===== config.mk =====
export PLATFORM = sky130hd
export DESIGN_NAME = noise_envelope
export DESIGN_NICKNAME = d
export VERILOG_FILES = /design/src/rtl/noise_env_pkg.sv /design/src/rtl/noise_env_mul.sv /design/src/rtl/noise_envelope.sv
export SDC_FILE = /design/constraint.sdc
export NUM_CORES = 1
export LEC_CHECK = 0
export ABC_AREA = 1
export CAP_MARGIN = 20
export CORE_MARGIN = 2
export CORE_UTILIZATION = 39
export DETAILED_ROUTE_END_ITERATION = 10
export PLACE_DENSITY = 0.63
export SLEW_MARGIN = 30
export SYNTH_ARGS = -nofsm -noshare
export SYNTH_HDL_FRONTEND = slang
export SYNTH_HIERARCHICAL = 1
export SYNTH_SLANG_ARGS = --single-unit

===== constraint.sdc =====
create_clock -name clk -period 5.2 [get_ports clk]
set_input_delay 0.52 -clock clk [delete_from_list [all_inputs] [get_ports clk]]
set_output_delay 0.52 -clock clk [all_outputs]
set_load 0.02 [all_outputs]

===== src/rtl/noise_env_pkg.sv =====
// noise_env_pkg: shared envelope state encoding, accumulator width and rate-to-step scaling
package noise_env_pkg;
    localparam int ACC_W = 16;
    localparam int STEP_SHIFT = 4;
    typedef enum logic [2:0] {
        IDLE    = 3'd0,
        ATTACK  = 3'd1,
        DECAY   = 3'd2,
        SUSTAIN = 3'd3,
        RELEASE = 3'd4
    } env_state_t;
    function automatic logic [ACC_W-1:0] rate_step(input logic [7:0] rate);
        return ACC_W'(rate) << STEP_SHIFT;
    endfunction
endpackage


===== src/rtl/noise_env_mul.sv =====
// noise_env_mul: two-stage pipeline scaling signed noise by the unsigned envelope level
module noise_env_mul (
    input  logic        clk,
    input  logic        reset,
    input  logic        tick,
    input  logic [15:0] noise_in,
    input  logic [7:0]  level,
    output logic [15:0] sample_out,
    output logic        sample_valid
);
    logic [15:0] noise_q;
    logic [7:0] level_q;
    logic valid_q;
    logic signed [23:0] prod;
    // |noise * level| < 2^23, so a 24-bit signed product cannot overflow
    assign prod = 24'($signed(noise_q)) * 24'($signed({1'b0, level_q}));
    always_ff @(posedge clk or posedge reset) begin
        if (reset) begin
            noise_q <= '0;
            level_q <= '0;
            valid_q <= 1'b0;
            sample_out <= '0;
            sample_valid <= 1'b0;
        end else begin
            valid_q <= tick;
            sample_valid <= valid_q;
            if (tick) begin
                noise_q <= noise_in;
                level_q <= level;
            end
            if (valid_q) sample_out <= 16'(prod >>> 8);
        end
    end
endmodule


===== src/rtl/noise_envelope.sv =====
// noise_envelope: ADSR-shaped noise voice; define NOISE_ENV_EXP_RELEASE_EN for an exponential release
module noise_envelope
    import noise_env_pkg::*;
#(
    parameter int ACC_W = noise_env_pkg::ACC_W
) (
    input  logic        clk,
    input  logic        reset,
    input  logic        sample_tick,
    input  logic        gate,
    input  logic [15:0] noise_in,
    input  logic [7:0]  attack_rate,
    input  logic [7:0]  decay_rate,
    input  logic [7:0]  sustain_level,
    input  logic [7:0]  release_rate,
    output logic        lfsr_enable,
    output logic [15:0] sample_out,
    output logic        sample_valid,
    output logic [2:0]  env_state
);
    env_state_t state, state_nxt;
    logic [ACC_W-1:0] env, env_nxt, step, rel_step, target;
    logic [ACC_W:0] att_sum, dec_lim;
    logic [7:0] rate;
    assign lfsr_enable = sample_tick;
    assign env_state = state;
    always_comb begin
        rate = state == ATTACK ? attack_rate : state == DECAY ? decay_rate : state == RELEASE ? release_rate : 8'd0;
        step = rate_step(rate);
`ifdef NOISE_ENV_EXP_RELEASE_EN
        rel_step = (env >> STEP_SHIFT) + 1'b1;
`else
        rel_step = step;
`endif
        target = {sustain_level, 8'h00};
        att_sum = {1'b0, env} + {1'b0, step};
        dec_lim = {1'b0, target} + {1'b0, step};
        state_nxt = state;
        env_nxt = env;
        // gate changes win over threshold moves and skip that tick's step
        case (state)
            IDLE: if (gate) state_nxt = ATTACK;
            ATTACK: begin
                if (!gate) state_nxt = RELEASE;
                else if (rate != 8'd0) begin
                    if (att_sum >= {1'b0, {ACC_W{1'b1}}}) begin
                        env_nxt = '1;
                        state_nxt = DECAY;
                    end else env_nxt = att_sum[ACC_W-1:0];
                end
            end
            DECAY: begin
                if (!gate) state_nxt = RELEASE;
                else if (rate != 8'd0) begin
                    if ({1'b0, env} <= dec_lim) begin
                        env_nxt = target;
                        state_nxt = SUSTAIN;
                    end else env_nxt = env - step;
                end
            end
            SUSTAIN: if (!gate) state_nxt = RELEASE;
            RELEASE: begin
                if (gate) state_nxt = ATTACK;
                else if (release_rate != 8'd0) begin
                    if (env <= rel_step) begin
                        env_nxt = '0;
                        state_nxt = IDLE;
                    end else env_nxt = env - rel_step;
                end
            end
            default: state_nxt = IDLE;
        endcase
    end
    always_ff @(posedge clk or posedge reset) begin
        if (reset) begin
            state <= IDLE;
            env <= '0;
        end else if (sample_tick) begin
            state <= state_nxt;
            env <= env_nxt;
        end
    end
    noise_env_mul u_mul (
        .clk(clk),
        .reset(reset),
        .tick(sample_tick),
        .noise_in(noise_in),
        .level(env[ACC_W-1:ACC_W-8]),
        .sample_out(sample_out),
        .sample_valid(sample_valid)
    );
endmodule


[Word-level counts from Yosys, hierarchy flattened]
Index checks and enable logic that the tools add are counted.
Storage, ports and cells
  input port bits: 52
  register bits after elaboration: 61
  output and inout bits: 21
  logic and storage cells: 63
Operators by class
  order comparisons: 3
  $add $sub $neg: 3
  mux-type cells: 25
  reduce and logical (&&, ||, !) cells: 6
  equality and inequality tests: 18
  $mul: 1
Operators by type and width (count)
  $mux 16: 9
  $pmux 16 s3: 1
  $add 16x12->17: 2
  $mux 3: 11
  $mul 16x9->24: 1
  $mux 8: 3
  $ne 3x2->1 const B: 6
  $ge 17x16->1 const B: 1
  $le 16x17->1: 1
  $le 16x12->1: 1
  $reduce_bool 8->1: 2
  $sub 16x12->16: 1
  $pmux 3 s5: 1
  $ne 2x2->1 const B: 5
  $reduce_and 9->1: 1
  $reduce_and 8->1: 1
  $eq 3x2->1 const B: 2
  $ne 2x1->1 const B: 3
  $eq 3x1->1 const B: 1
  $eq 3x3->1 const B: 1
  $logic_not 3->1: 1
  $reduce_bool 3->1: 1

[Logic depth before layout (Yosys ltp)]
Gate-level depths: netlist of run 1.
  depth after elaboration: 10
  gate-level depth with buffers: 31
  mapped depth without buffers: 30

[Modules after synthesis]
Netlist of run 1, hierarchy kept.
Modules (own cells, without submodules)
  noise_env_mul: cells each 794, area each 6236.0 µm², sequential area each 1051.0 µm², times used 1
  noise_envelope: cells each 505, area each 2997.9 µm², sequential area each 400.4 µm², times used 1

[Worst setup path after synthesis of run 1]
No wires, ideal clock.
  path type: reg2reg
  start: register u_mul.level_q[2]
  end: register u_mul.sample_out[15]
  path buffers: 2
  library setup time: 0.118 ns
  slack: 0.753 ns
  clock period less this slack: 4.447 ns
  stages on the path, launching flop included: 20
  arrival: 4.329 ns
  required time: 5.082 ns
  cells stage by stage: dfrtp_1 > clkbuf_1 > clkbuf_1 > nand2_1 > fa_1 > inv_1 > fa_1 > fa_1 > inv_1 > fa_1 > inv_1 > ha_1 > nand2_1 > inv_1 > a21oi_1 > nor2_1 > nor3_1 > nand3_1 > nand3_1 > nand2_1
Between the ends
  longest elaborated chain between the ends: 1
RTL lines
  from (decl): line noise_env_mul.sv:12  | logic [7:0] level_q;
  from (signal assigned): line noise_env_mul.sv:29  | level_q <= level;
  $mul 16x9->24: line noise_env_mul.sv:16  | assign prod = 24'($signed(noise_q)) * 24'($signed({1'b0, level_q}));
  to (signal assigned): line noise_env_mul.sv:31  | if (valid_q) sample_out <= 16'(prod >>> 8);
  to (decl): line noise_env_mul.sv:8  | output logic [15:0] sample_out,
No other way between the ends.
A chain may end at the register's enable or synchronous reset.

[Worst setup path after layout of run 1]
  start: register u_mul.level_q[2]
  end: register u_mul.sample_out[14]
The elaborated chain is that of the path after synthesis.

==> results.sh, run 1 <==
export IMPL_ys_warn_count=6
export IMPL_holdPathEnd="u_mul/sample_out[11]"
export IMPL_synth_area_top_cells="fa_1 22%, dfrtp_1 16%, nand2_1 15%, inv_1 12%, ha_1 9.6%"
export IMPL_critical_path_class="flop to flop"
export IMPL_gp_congestion=0.9239
export IMPL_antenna_found_initial=0
export IMPL_grt_ovfl_total=0
export IMPL_rows=56
export IMPL_cp_common_cell="fa_1"
export IMPL_clkSlewWorstSetupHoldPaths_ns=0.06
export IMPL_r2r_end="u_mul/sample_out[14]"
export IMPL_slew_headroom=0.4756
export IMPL_tritoncts="built"
export IMPL_hold_buffers=0
export IMPL_whs_ns=0.4808
export IMPL_crit_chain="nand2_1 -> fa_1 -> inv_1 -> fa_1 -> inv_1 -> fa_1 -> fa_1 -> inv_1 -> ha_1 -> nand3_1 -> nor3_1 -> nand4_1 -> nand3_1 -> nand2_1 -> nand3_1 -> nand2_1"
export IMPL_area_growth_pct=13.39
export IMPL_core_area_um2=23330
export IMPL_initial_core_util=0.3958
export IMPL_n_antenna_cell=0
export IMPL_vias_per_cell=4.799
export IMPL_io_pins=73
export IMPL_grt_max_degree=43
export IMPL_avgSynthCellArea_um2=7.108
export IMPL_clock_latency_ns=0.35
export IMPL_ys_flop_type="dfrtp_1"
export IMPL_drt_iter0_markers=455
export IMPL_io_buffer_count=72
export IMPL_drv_slew=0
export IMPL_cts_buffers=9
export IMPL_hpwlAfterDp_um=19100
export IMPL_cts_buffer_depth=2
export IMPL_end_kind="flop"
export IMPL_reg2reg_slack_ns=0.40
export IMPL_wl_per_cell_um=13.90
export IMPL_critPathArrivalTime_ns=5.04
export IMPL_max_freq_ghz=0.2083
export IMPL_drv_cap=0
export IMPL_cts_resized=0
export IMPL_required_ns=5.44
export IMPL_ys_ff_latch=58
export IMPL_htree_levels=3
export IMPL_cts_root_buf="clkbuf_16"
export IMPL_path_delay_family="adder cells"
export IMPL_ys_seq_area_frac=0.1572
export IMPL_status="complete, no violations"
export IMPL_grt_pass1_wl_um=38700
export IMPL_place_area_um2=10150
export IMPL_hold_violations=0
export IMPL_finClkSkew_ns=0.01135
export IMPL_period_needed_ns=4.800
export IMPL_dieArea_um2=24920
export IMPL_synth_cell_type_count=45
export IMPL_layout_drive_gt1_share=0.06999
export IMPL_synth_edf_count=0
export IMPL_reg2reg_from="u_mul/level_q[2]"
export IMPL_critPathMaxStageDelay_ns=0.73
export IMPL_crit_path_max_fanout=17
export IMPL_grtUsageTotal=0.1975
export IMPL_die_h_um=157.9
export IMPL_clock_sinks=58
export IMPL_start_kind="flop"
export IMPL_tightest_slew_ns=0.7857
export IMPL_synthTopCellsByCount="373 x nand2_1, 291 x inv_1, 102 x fa_1, 71 x ha_1, 71 x nand3_1"
export IMPL_rsz0062_at_grt="no"
export IMPL_min_delay_start="u_mul/sample_out[11]"
export IMPL_path_buf_inv=3
export IMPL_syn_nets=1524
export IMPL_ant_nets=0
export IMPL_slowest_stage="dfrtp_1"
export IMPL_wirelength_um=23110
export IMPL_drt_first_pass_iters=5
export IMPL_fp_dieW_um=157.9
export IMPL_fin_util=0.4487
export IMPL_hold_class="flop to flop"
export IMPL_drcViolationCount=0
export IMPL_final_nets=1563
export IMPL_postCtsSetupRepairBufs=0
export IMPL_finalCritPeriodShare=0.9230
export IMPL_whs_path_depth=2
export IMPL_vias=7976
export IMPL_syn_cell_area_um2=9234
export IMPL_tns_ns=0
export IMPL_synth_top_area_share=0.2211
export IMPL_r2r_cells=16
export IMPL_synth_top_cell_by_area="fa_1"
export IMPL_finalSetupViolations=0
export IMPL_grt_pass1_vias=7865
export IMPL_postSynthCellCount=1299
export IMPL_final_cell_area_um2=10470
export IMPL_synth_most_common_cell="nand2_1"
export IMPL_synthArstFlopShare=1.000
## state kept, by name, summed over array words and instances, names as in the netlist
| register | flops |
|---|---|
| u_mul/noise_q | 16 |
| u_mul/sample_out | 16 |
| env | 13 |
| u_mul/level_q | 8 |
| env_state | 3 |
| u_mul/sample_valid | 1 |
| u_mul/valid_q | 1 |
## tightest hold or removal path: stages (launching register included)
cell and delay, ns:
dfrtp_1 0.34, nand2_1 0.05, nand2_1 0.05
## worst max path at each step
stage	from	end	slack (ns)	cells past startpoint
after floorplan	u_mul/level_q[2]	u_mul/sample_out[15]	0.75	19
after global placement	u_mul/level_q[4]	u_mul/sample_out[13]	0.44	20
after detailed placement	u_mul/level_q[4]	u_mul/sample_out[13]	0.44	20
after CTS	u_mul/level_q[4]	u_mul/sample_out[13]	0.42	20
after global routing	u_mul/level_q[2]	u_mul/sample_out[14]	0.03	16
final	u_mul/level_q[2]	u_mul/sample_out[14]	0.40	16
## cell type report
| class | instances | area (µm²) |
|---|---|---|
| Sequential cell | 58 | 1451 |
| Timing Repair Buffer | 76 | 750.7 |
| Clock buffer | 11 | 242.7 |
| Multi-Input combinational cell | 890 | 6407 |
| Tap cell | 319 | 399.1 |
| Fill cell | 2379 | 12860 |
| Clock inverter | 5 | 77.57 |
| Inverter | 303 | 1141 |
## cells by family after synthesis
logic type                 after synthesis  share of synthesized area
muxes                                   24                    0.02927
and+or+nand+nor                        576                     0.2645
DFF                                     58                     0.1572
AOI/OAI and AO/OA                       88                    0.05529
buffers and inverters                  351                     0.1489
adders and majority gates              173                     0.3173
xor gates and xnor gates                29                    0.02751
## per-stage QoR
step | std cells | setup slack, ns
after floorplan | 1299 | 0.7532
after global placement | 1646 | 0.4409
after detailed placement | 1646 | 0.4383
after CTS | 1662 | 0.4152
after global routing | 1662 | 0.02936
final | 1662 | 0.4003
## cells in the final DEF, fill, tap and decap left out, drive strengths merged, types with 2 or more instances in the layout
cell type      synthesis  final
nand2                387    387
inv                  302    301
fa                   102    102
nor2                  78     78
clkdlybuf4s50          0     72
nand3                 72     72
ha                    71     71
dfrtp                 58     58
o21ai                 38     38
a21oi                 37     37
mux2                  24     24
nand4                 17     17
xor2                  16     16
xnor2                 13     13
nor3                  12     12
clkbuf                34     11
o21bai                 5      5
buf                   14      4
and2                   4      4
clkinv                 1      4
a21boi                 3      3
a31oi                  2      2
nor4                   2      2
bufinv                 0      2
or2                    2      2
## per-layer routing
layer	track usage	vias up	wire length, µm
li1	-	3969	-
met1	0.2692	3767	10760
met2	0.3290	214	10730
met3	0.03011	26	1194
met4	0.04935	0	422
met5	0	-	0
Power of run 1 is left out: the tool's default activity adds up to more than one toggle a clock period on the data nets, which glitch-free logic cannot reach.
==> run 2, diff against run 1 <==
Settings changed: CTS_CLUSTER_SIZE set to 24, REMOVE_ABC_BUFFERS set to 1.
==> run 2 against run 1 <==
Effect of this change:
- cell area shrank 0.12%
- wire length shrank 1.6%
- flip-flop and latch count is the same
- worst hold slack lost 0.0084 ns
- worst setup slack gained 0.024 ns
- clock-buffer cell count shrank 2
- first-iteration DRC count shrank 0.44%
- critical path type unchanged
==> results.sh, run 2 (synthesized netlist as in run 1, its figures left out) <==
export IMPL_cp_common_cell="fa_1"
export IMPL_cts_buffers=9
export IMPL_dieArea_um2=24920
export IMPL_drt_first_pass_iters=8
export IMPL_grtUsageTotal=0.1956
export IMPL_hold_class="flop to flop"
export IMPL_period_needed_ns=4.776
export IMPL_gp_congestion=0.9324
export IMPL_core_area_um2=23330
export IMPL_cts_root_buf="clkbuf_16"
export IMPL_crit_path_max_fanout=16
export IMPL_drt_iter0_markers=453
export IMPL_rsz0062_at_grt="no"
export IMPL_largest_registers="u_mul/noise_q (16), u_mul/sample_out (16), env (13)"
export IMPL_clkSlewWorstSetupHoldPaths_ns=0.05
export IMPL_start_kind="flop"
export IMPL_path_depth=16
export IMPL_reg2reg_slack_ns=0.42
export IMPL_tightest_slew_ns=0.7841
export IMPL_io_pins=73
export IMPL_io_buffer_count=72
export IMPL_drv_cap=0
export IMPL_end_kind="flop"
export IMPL_postCtsSetupRepairBufs=0
export IMPL_max_freq_ghz=0.2094
export IMPL_finClkSkew_ns=0.009851
export IMPL_path_buf_inv=3
export IMPL_die_h_um=157.9
export IMPL_crit_chain="nand2_1 -> fa_1 -> inv_1 -> fa_1 -> inv_1 -> fa_1 -> fa_1 -> inv_1 -> ha_1 -> nand3_1 -> nor3_1 -> nand4_1 -> nand3_1 -> nand2_1 -> nand3_1 -> nand2_1"
export IMPL_cts_resized=0
export IMPL_min_delay_start="u_mul/sample_out[5]"
export IMPL_initial_core_util=0.3958
export IMPL_vias_per_cell=4.738
export IMPL_finalSetupViolations=0
export IMPL_status="complete, no violations"
export IMPL_layout_common_cells="373 x nand2_1, 290 x inv_1, 102 x fa_1"
export IMPL_vias=7869
export IMPL_final_nets=1563
export IMPL_slowest_stage="dfrtp_1"
export IMPL_area_growth_pct=13.25
export IMPL_grt_pass1_vias=8010
export IMPL_grt_max_degree=43
export IMPL_n_antenna_cell=0
export IMPL_grt_pass1_wl_um=38510
export IMPL_hold_violations=0
export IMPL_critPathMaxStageDelay_ns=0.70
export IMPL_tns_ns=0
export IMPL_finalCritPeriodShare=0.9184
export IMPL_ant_nets=0
export IMPL_grt_ovfl_total=0
export IMPL_clock_latency_ns=0.34
export IMPL_seqCellArea_um2=1451
export IMPL_wirelength_um=22750
export IMPL_holdPathEnd="u_mul/sample_out[5]"
export IMPL_clock_sinks=58
export IMPL_htree_levels=3
export IMPL_cts_buffer_depth=2
export IMPL_drv_slew=0
export IMPL_nFillCells=2431
export IMPL_tritoncts="built"
export IMPL_wl_per_cell_um=13.70
export IMPL_fp_dieW_um=157.9
export IMPL_layout_drive_gt1_share=0.07004
export IMPL_path_delay_family="adder cells"
export IMPL_final_common_cell="nand2_1"
export IMPL_reg2reg_from="u_mul/level_q[1]"
export IMPL_required_ns=5.43
export IMPL_hold_buffers=0
export IMPL_r2r_cells=16
export IMPL_critPathArrivalTime_ns=5.00
export IMPL_r2r_end="u_mul/sample_out[14]"
export IMPL_drcViolationCount=0
export IMPL_antenna_found_initial=1
export IMPL_whs_path_depth=2
export IMPL_critical_path_class="flop to flop"
export IMPL_multi_input_area_um2=6407
export IMPL_slew_headroom=0.4767
export IMPL_rows=56
export IMPL_hpwlAfterDp_um=18940
==> run 2: cell types whose count changed in the layout (fill, tap and decap cells not counted) <==
cell / previous run / this run
clkbuf_1: 1 / 0
clkbuf_8: 1 / 0
clkinv_2: 3 / 4
==> run 2: worst max-delay path by stage <==
stage,slack [ns],to,from
3_3_place_gp,0.52,u_mul/sample_out[14],u_mul/level_q[1]
6_report,0.42,u_mul/sample_out[14],u_mul/level_q[1]
4_1_cts,0.39,u_mul/sample_out[14],u_mul/level_q[1]
5_1_grt,0.03,u_mul/sample_out[14],u_mul/level_q[1]
3_5_place_dp,0.40,u_mul/sample_out[14],u_mul/level_q[1]
2_1_floorplan,0.82,u_mul/sample_out[15],u_mul/level_q[3]
==> run 2: layer usage <==
metal	wire (µm)	global-route usage
met5	13	0
met4	413	0.05671
met2	11290	0.3509
met1	10210	0.2383
met3	822	0.03641
==> run 2: layout make-up <==
class	count	area share
Multi-Input combinational cell	890	0.6127
Sequential cell	58	0.1388
Inverter	303	0.1091
Timing Repair Buffer	76	0.07179
Tap cell	319	0.03817
Clock buffer	9	0.02154
Clock inverter	6	0.007897
==> run 2: stage by stage <==
| stage | instances | util | setup slack (ns) | cell area [µm²] | hold slack [ns] |
|---|---|---|---|---|---|
| finish | 1661 | 0.4482 | 0.4243 | 10460 | 0.4724 |
| global route | 1661 | 0.4482 | 0.02664 | 10460 | 0.4982 |
| CTS | 1661 | 0.4481 | 0.3900 | 10460 | 0.4805 |
| detailed placement | 1646 | 0.4350 | 0.3996 | 10150 | 0.4644 |
| global placement | 1646 | 0.4350 | 0.5225 | 10150 | 0.4633 |
| floorplan | 1251 | - | 0.8185 | 8999 | 0.4337 |
==> run 2: worst register-to-register path: cells and delay by family, from the launching register on <==
family,cells,cell delay (ns)
buffers and inverters,3,0.29
adder cells (fa/ha/maj),5,2.58
AND/OR/NAND/NOR,8,1.09
flip-flops,1,0.70
Power of run 2 is left out for the same reason.
==> run 3, diff against run 2 <==
--- a/config.mk
+++ b/config.mk
@@ -20 +20,2 @@
 export SYNTH_SLANG_ARGS = --single-unit
+export TNS_END_PERCENT = 30
==> constraint.sdc (replaced) <==
create_clock -name clk -period 5.2 [get_ports clk]
set_input_delay 1.04 -clock clk [delete_from_list [all_inputs] [get_ports clk]]
set_output_delay 1.04 -clock clk [all_outputs]
set_load 0.02 [all_outputs]
==> run 3 against run 2 <==
Effect of this change:
- flip-flop and latch count is the same
- clock-buffer cell count increased by 4
- final cell count up 0.12%
- die area did not move
- worst hold slack about the same
- worst setup slack improved by 0.021 ns
- first-iteration DRC count fell by 23%
- utilization grew 0.12 points
- register-to-register slack improved by 0.02 ns
- non-clock buffer count grew 2
- via count up 1.2%
- wire length is 2.9% higher
- critical path type unchanged
==> results.sh, run 3 (synthesized netlist as in run 1, its figures left out) <==
export IMPL_wl_met3_um=1186
export IMPL_die_h_um=157.9
export IMPL_grt_pass1_vias=8043
export IMPL_cts_resized=0
export IMPL_grt_ovfl_total=0
export IMPL_clock_latency_ns=0.34
export IMPL_largest_registers="u_mul/noise_q (16), u_mul/sample_out (16), env (13)"
export IMPL_rsz0062_at_grt="no"
export IMPL_tritoncts="built"
export IMPL_cts_root_buf="clkbuf_16"
export IMPL_max_freq_ghz=0.2103
export IMPL_top_layer_used="met5"
export IMPL_core_area_um2=23330
export IMPL_grtUsageTotal=0.2021
export IMPL_fp_dieW_um=157.9
export IMPL_n_antenna_cell=0
export IMPL_crit_path_max_fanout=17
export IMPL_finalCritPeriodShare=0.9143
export IMPL_gp_congestion=0.9767
export IMPL_drv_slew=0
export IMPL_critical_path_class="flop to flop"
export IMPL_final_common_cell="nand2_1"
export IMPL_grt_max_degree=43
export IMPL_htree_levels=3
export IMPL_antenna_found_initial=1
export IMPL_finalSetupViolations=0
export IMPL_hold_class="flop to flop"
export IMPL_multi_input_area_um2=6407
export IMPL_cts_buffer_depth=2
export IMPL_layout_common_cells="373 x nand2_1, 290 x inv_1, 102 x fa_1"
export IMPL_end_kind="flop"
export IMPL_tns_ns=0
export IMPL_grt_pass1_wl_um=39520
export IMPL_final_nets=1565
export IMPL_drt_first_pass_iters=6
export IMPL_io_buffer_count=72
export IMPL_drt_iter0_markers=350
export IMPL_drv_cap=0
export IMPL_hold_violations=0
export IMPL_period_needed_ns=4.755
export IMPL_required_ns=5.42
export IMPL_wl_met2_um=11390
export IMPL_ant_nets=0
export IMPL_dieArea_um2=24920
export IMPL_wl_per_cell_um=14.08
export IMPL_layout_drive_gt1_share=0.06994
export IMPL_area_growth_pct=13.55
export IMPL_tightest_slew_ns=0.7750
export IMPL_io_pins=73
export IMPL_seqCellArea_um2=1451
export IMPL_nFillCells=2408
export IMPL_wirelength_um=23410
export IMPL_finClkSkew_ns=0.01439
export IMPL_hpwlAfterDp_um=19570
export IMPL_slew_headroom=0.4828
export IMPL_vias=7966
export IMPL_start_kind="flop"
export IMPL_rows=56
export IMPL_vias_per_cell=4.790
export IMPL_initial_core_util=0.3958
export IMPL_status="complete, no violations"
export IMPL_postCtsSetupRepairBufs=0
export IMPL_hold_buffers=0
export IMPL_clock_sinks=58
export IMPL_clkSlewWorstSetupHoldPaths_ns=0.06
export IMPL_met1_length_um=10080
export IMPL_drcViolationCount=0
export IMPL_cts_buffers=9
export IMPL_critPathArrivalTime_ns=4.98
run 3: cell types whose count changed in the layout (fill, tap and decap cells not counted), sizes merged:
cell      delta
buf          +2
clkbuf       +4
clkinv       -3
clkinvlp     -1
run 3: final timing paths:
path / start / end / slack [ns] / depth (start not counted)
setup / recovery: u_mul/level_q[2] / u_mul/sample_out[14] / 0.45 / 16
setup reg to reg: u_mul/level_q[2] / u_mul/sample_out[14] / 0.45 / 16
hold reg to reg: u_mul/sample_out[5] / u_mul/sample_out[5] / 0.47 / 2
min in group asynchronous: reset / env_state[1] / 1.21 / 2
max in group asynchronous: reset / u_mul/sample_out[0] / 3.49 / 2
hold / removal: u_mul/sample_out[5] / u_mul/sample_out[5] / 0.47 / 2
run 3: worst max-delay path, stage by stage (launching register included):
cell	delay, ns
dfrtp_1	0.72
nand2_1	0.15
fa_1	0.59
inv_1	0.15
fa_1	0.60
inv_1	0.09
fa_1	0.47
fa_1	0.54
inv_1	0.04
ha_1	0.38
nand3_1	0.14
nor3_1	0.24
nand4_1	0.22
nand3_1	0.14
nand2_1	0.05
nand3_1	0.06
nand2_1	0.05
run 3: cell type report:
cell class	instances	share of cell area
inverters	303	0.1088
flip-flops and latches	58	0.1384
clock buffers	13	0.02482
well taps	319	0.03807
multi-input cells	890	0.6111
clock inverters	2	0.005728
repair buffers	78	0.07303
run 3: routing by layer:
| layer | track usage | up-vias |
|---|---|---|
| met5 | 0 | - |
| met4 | 0.07532 | 2 |
| met3 | 0.03394 | 47 |
| met2 | 0.3555 | 204 |
| met1 | 0.2475 | 3739 |
| li1 | - | 3974 |
run 3: through the flow:
stage | area (µm²) | instances | hold WS (ns) | setup slack [ns] | util
after global routing | 10490 | 1663 | 0.4964 | 0.07316 | 0.4494
after global placement | 10160 | 1648 | 0.4619 | 0.4775 | 0.4356
after detailed placement | 10160 | 1648 | 0.4654 | 0.3918 | 0.4356
after floorplan | 8999 | 1251 | 0.4836 | 0.8185 | -
after CTS | 10480 | 1663 | 0.4802 | 0.4236 | 0.4493
final | 10490 | 1663 | 0.4727 | 0.4454 | 0.4494
Power of run 3 is left out for the same reason.
==> edit 1: new RTL, config.mk and constraints of run 3 <==
Reset style: synchronous (`reset`), changed in 2 clocked blocks.
--- a/src/rtl/noise_env_mul.sv
+++ b/src/rtl/noise_env_mul.sv
@@ -14,7 +14,7 @@
     logic signed [23:0] prod;
     // |noise * level| < 2^23, so a 24-bit signed product cannot overflow
     assign prod = 24'($signed(noise_q)) * 24'($signed({1'b0, level_q}));
-    always_ff @(posedge clk or posedge reset) begin
+    always_ff @(posedge clk) begin
         if (reset) begin
             noise_q <= '0;
             level_q <= '0;
--- a/src/rtl/noise_envelope.sv
+++ b/src/rtl/noise_envelope.sv
@@ -71,7 +71,7 @@
             default: state_nxt = IDLE;
         endcase
     end
-    always_ff @(posedge clk or posedge reset) begin
+    always_ff @(posedge clk) begin
         if (reset) begin
             state <= IDLE;
             env <= '0;
Check against the original RTL: differs if reset is asserted again (counterexample within 4 cycles, from zero or initial values and one cycle with reset high); with reset held inactive, the same outputs for 4 cycles.
==> edit 1 against run 3 <==
Synthesized cell count grew 9.1%. Final area grew 1.3%. Worst hold slack gained 27 ps. Worst setup slack lost 42 ps. Sequential cell count is the same. Fmax shrank 0.89%. Sequential share of layout area shrank 2.9 points. Wire length grew 0.96%. Area after synthesis grew 2.2%. Clock skew shrank 6.7 ps. Critical endpoint is now u_mul/sample_out[13].
Power is left out: it rests on default switching activity, and per cell area and clock period it moved more than threefold.
==> edit 1: results (changes against run 3) <==
{| class="wikitable"
! Metric !! Value
|-
| Outcome || completed
|-
| Met2 usage || 32.13% (-3.4 points)
|-
| Fill cells || 2,485 (+3.2%)
|-
| Number of antenna violations at the first check in global routing || 0 (-1)
|-
| Total via count in the routed design || 8,585 (+7.8%)
|-
| Worst stage delay on the critical path || 650 ps (-70 ps)
|-
| Portion of the post-synthesis area used by sequential elements || 12.31% (-3.4 points)
|-
| Met2 Routed Length || 10.67 mm (-6.4%)
|-
| Wire length of the first global-routing pass || 40.59 mm (+2.7%)
|-
| Worst clock skew on the final layout || 7.679 ps (-6.713 ps)
|-
| Inst Count DP || 1,762 (+6.9%)
|-
| Placed wire-length estimate after detailed placement || 19.15 mm (-2.2%)
|-
| Worst max-slew margin expressed relative to the limit || 47.46% (-0.81 points)
|-
| Top flip-flop cell by instance count after synthesis || sky130_fd_sc_hd__dfxtp_1
|-
| Number of cells on the worst reg-to-reg path || 19 (+3)
|-
| Cell at the slowest stage of the critical path || sky130_fd_sc_hd__fa_1
|-
| Global-route track usage on met3 || 2.318% (-1.1 points)
|-
| Library cells used by synthesis || 47 (+4.4%)
|-
| Area after DPL || 10,340 sq um (+1.8%)
|-
| Worst R2R Setup Slack || 400 ps (-40 ps)
|-
| CP arrival || 5040 ps (+60 ps)
|-
| Share of cells above drive strength 1 || 7.197% (+0.20 points)
|-
| Count of nets after finishing || 1,679 (+7.3%)
|-
| Wire length on met3 || 1.179 mm (-0.59%)
|-
| Worst hold slack after final layout || 499.3 ps (+26.65 ps)
|-
| Total wire length || 23.64 mm (+0.96%)
|-
| Last weighted congestion value of the routability-driven placer || 0.9003 (-7.8%)
|-
| Worst Setup Slack post-DPL || 338.2 ps (-53.59 ps)
|-
| Share of async-settable or async-resettable flops after synthesis || 0% (-100 points)
|-
| WL met1 || 11.52 mm (+14%)
|-
| Global router's overall resource usage || 19.25% (-0.96 points)
|-
| Post-Synthesis Cells || 1,417 (+9.1%)
|-
| Fmax || 208.5 MHz (-0.89%)
|-
| Final routed wire length divided by cell count || 13.30 um (-5.6%)
|}
## edit 1: cells by family after synthesis
family          count (synthesis)  synth area share [%]
fa+ha+maj                     173                 31.06
flops                          58                 12.31
xor+xnor                       22                 2.042
simple gates                  650                 30.57
buf+inv                       382                 16.13
compound gates                132                 7.891
## edit 1: area by class of cell
type                    count  area (sq um)  share of cell area [%]
clock buffers               9         225.2                   2.120
clock inverters             7         55.05                  0.5182
inverters                 325          1227                   11.55
multi-input cells         977          6751                   63.55
flip-flops and latches     58          1162                   10.94
well taps                 319         399.1                   3.757
repair buffers             83         803.3                   7.561
## edit 1: final timing paths
check / end / start
setup / recovery: u_mul/sample_out[13] / u_mul/level_q[3]
hold / removal: u_mul/sample_out[1] / u_mul/sample_out[1]
setup reg to reg: u_mul/sample_out[13] / u_mul/level_q[3]
hold reg to reg: u_mul/sample_out[1] / u_mul/sample_out[1]
==> edit 2: new RTL, settings of run 3 <==
Without the edit above. Build with the macro `NOISE_ENV_EXP_RELEASE_EN` defined.
--- a/src/rtl/noise_envelope.sv
+++ b/src/rtl/noise_envelope.sv
@@ -1,4 +1,6 @@
 // noise_envelope: ADSR-shaped noise voice; define NOISE_ENV_EXP_RELEASE_EN for an exponential release
+`define NOISE_ENV_EXP_RELEASE_EN
+
 module noise_envelope
     import noise_env_pkg::*;
 #(
Formal check against the unedited RTL: not equivalent (a bounded check fails within 10 cycles, from zero or initial values and one cycle with reset high).
==> edit 2 against run 3 <==
Synthesized cell count up 12%. Worst setup slack worse by 66 ps. Sequential cell count up 3. Global-route usage down 0.18 points. Area after synthesis up 10%. Largest cell class unchanged. Highest routed layer is now met4. Final area up 9.2%. Wire length up 13%. Critical path type unchanged. Final cell count up 11%. Critical endpoint unchanged.
Power is left out: the tool's default activity adds up to more than one toggle a clock period on the data nets, which glitch-free logic cannot reach.
==> edit 2: results (changes against run 3) <==
{| class="wikitable"
! Metric !! Value
|-
| Endpoint of the worst hold-timing path || u_mul/sample_out[8]
|-
| Crit Path Max Fanout || 17 (unchanged)
|-
| Crit Reg-Reg Startpoint || u_mul/level_q[4]
|-
| Drt initial violations || 571 (+63%)
|-
| Most frequently used cell type in the post-synthesis netlist || sky130_fd_sc_hd__nand2_1
|-
| Final routed wire length divided by cell count || 14.41 um (+2.4%)
|-
| Hold Path Cell Cnt || 2 (unchanged)
|-
| Outcome || completed
|-
| Worst R2R Setup Slack || 380 ps (-70 ps)
|-
| Worst hold slack after final layout || 479.1 ps (+6.456 ps)
|-
| Detailed-routing iteration count for the pre-antenna-repair pass || 5 (-1)
|-
| Area after DPL || 11,160 sq um (+9.8%)
|-
| IO Port Bufs || 72 (unchanged)
|-
| Last weighted congestion value of the routability-driven placer || 0.9189 (-5.9%)
|-
| Cell at the slowest stage of the critical path || sky130_fd_sc_hd__dfrtp_1
|-
| CP arrival || 5060 ps (+80 ps)
|-
| Dominant cells by area after synthesis || sky130_fd_sc_hd__fa_1 (20%), sky130_fd_sc_hd__nand2_1 (15%), sky130_fd_sc_hd__dfrtp_1 (15%)
|-
| Last element of the critical path || u_mul/sample_out[14]
|-
| Wire length of the first global-routing pass || 45.14 mm (+14%)
|-
| Worst Setup Slack post-DPL || 249.4 ps (-142.3 ps)
|-
| Library cell used as clock root buffer || sky130_fd_sc_hd__clkbuf_16
|-
| Placed wire-length estimate after detailed placement || 22.15 mm (+13%)
|-
| Top flop regs || env (16), u_mul/noise_q (16), u_mul/sample_out (16)
|-
| Type of the tightest min-delay check || flop to flop
|-
| # Max-Cap Violations || 0 (unchanged)
|-
| Antenna-violating nets left || 0 (unchanged)
|-
| Library cells used by synthesis || 48 (+6.7%)
|-
| Hold Crit Start || u_mul/sample_out[8]
|-
| Top flip-flop cell by instance count after synthesis || sky130_fd_sc_hd__dfrtp_1
|-
| Inst Count DP || 1,824 (+11%)
|-
| Total wire length || 26.49 mm (+13%)
|-
| Total via count in the routed design || 8,981 (+13%)
|-
| Worst max-slew margin expressed relative to the limit || 47.11% (-1.2 points)
|-
| Count of nets after finishing || 1,742 (+11%)
|-
| Number of hold violations in the final report || 0 (unchanged)
|-
| Worst stage delay on the critical path || 600 ps (-120 ps)
|-
| Average cell area after synthesis || 6.986 sq um (-1.7%)
|-
| Worst clock skew on the final layout || 8.621 ps (-5.772 ps)
|-
| Portion of the post-synthesis area used by sequential elements || 14.99% (-0.73 points)
|-
| Number of antenna violations at the first check in global routing || 0 (-1)
|-
| H-tree depth || 3 (unchanged)
|-
| Share of cells above drive strength 1 || 5.456% (-1.5 points)
|-
| Vias in the first global route || 9,060 (+13%)
|-
| Most instantiated cells after synthesis || sky130_fd_sc_hd__nand2_1 (409), sky130_fd_sc_hd__inv_1 (309), sky130_fd_sc_hd__fa_1 (103)
|-
| Global router's overall resource usage || 20.03% (-0.18 points)
|-
| Fmax || 207.4 MHz (-1.4%)
|-
| Yosys Warn Count || 6 (unchanged)
|-
| Number of cells on the worst reg-to-reg path || 18 (+2)
|}
edit 2: kinds of logic after synthesis:
logic type / share of synthesized area, %
mux: 2.653
buf+inv: 13.60
compound gates: 6.940
flops: 14.99
xor+xnor: 3.783
simple gates: 27.11
fa+ha+maj: 30.93
edit 2: layout make-up:
| type | count | area, sq um |
|---|---|---|
| repair buffers | 78 | 765.7 |
| clock inverters | 5 | 53.80 |
| flip-flops and latches | 61 | 1530 |
| multi-input cells | 1037 | 7274 |
| fillers | 2702 | 14390 |
| clock buffers | 9 | 225.2 |
| inverters | 313 | 1179 |
| well taps | 335 | 419.2 |
edit 2: per-layer routing:
layer  routed length [um]  global-route usage, %  vias up
li1                     -                      -     4530
met1                11970                  25.74     4210
met2                12900                  35.04      208
met3                 1025                  2.461       33
met4                  587                  6.465        0
met5                    0                      0        -
edit 2: timing repair:
item | 4_1_cts | 5_1_grt
endpoints found under the setup margin | 0 | 2
gates resized for setup | 0 | 3
hold endpoints to repair | 0 | 0
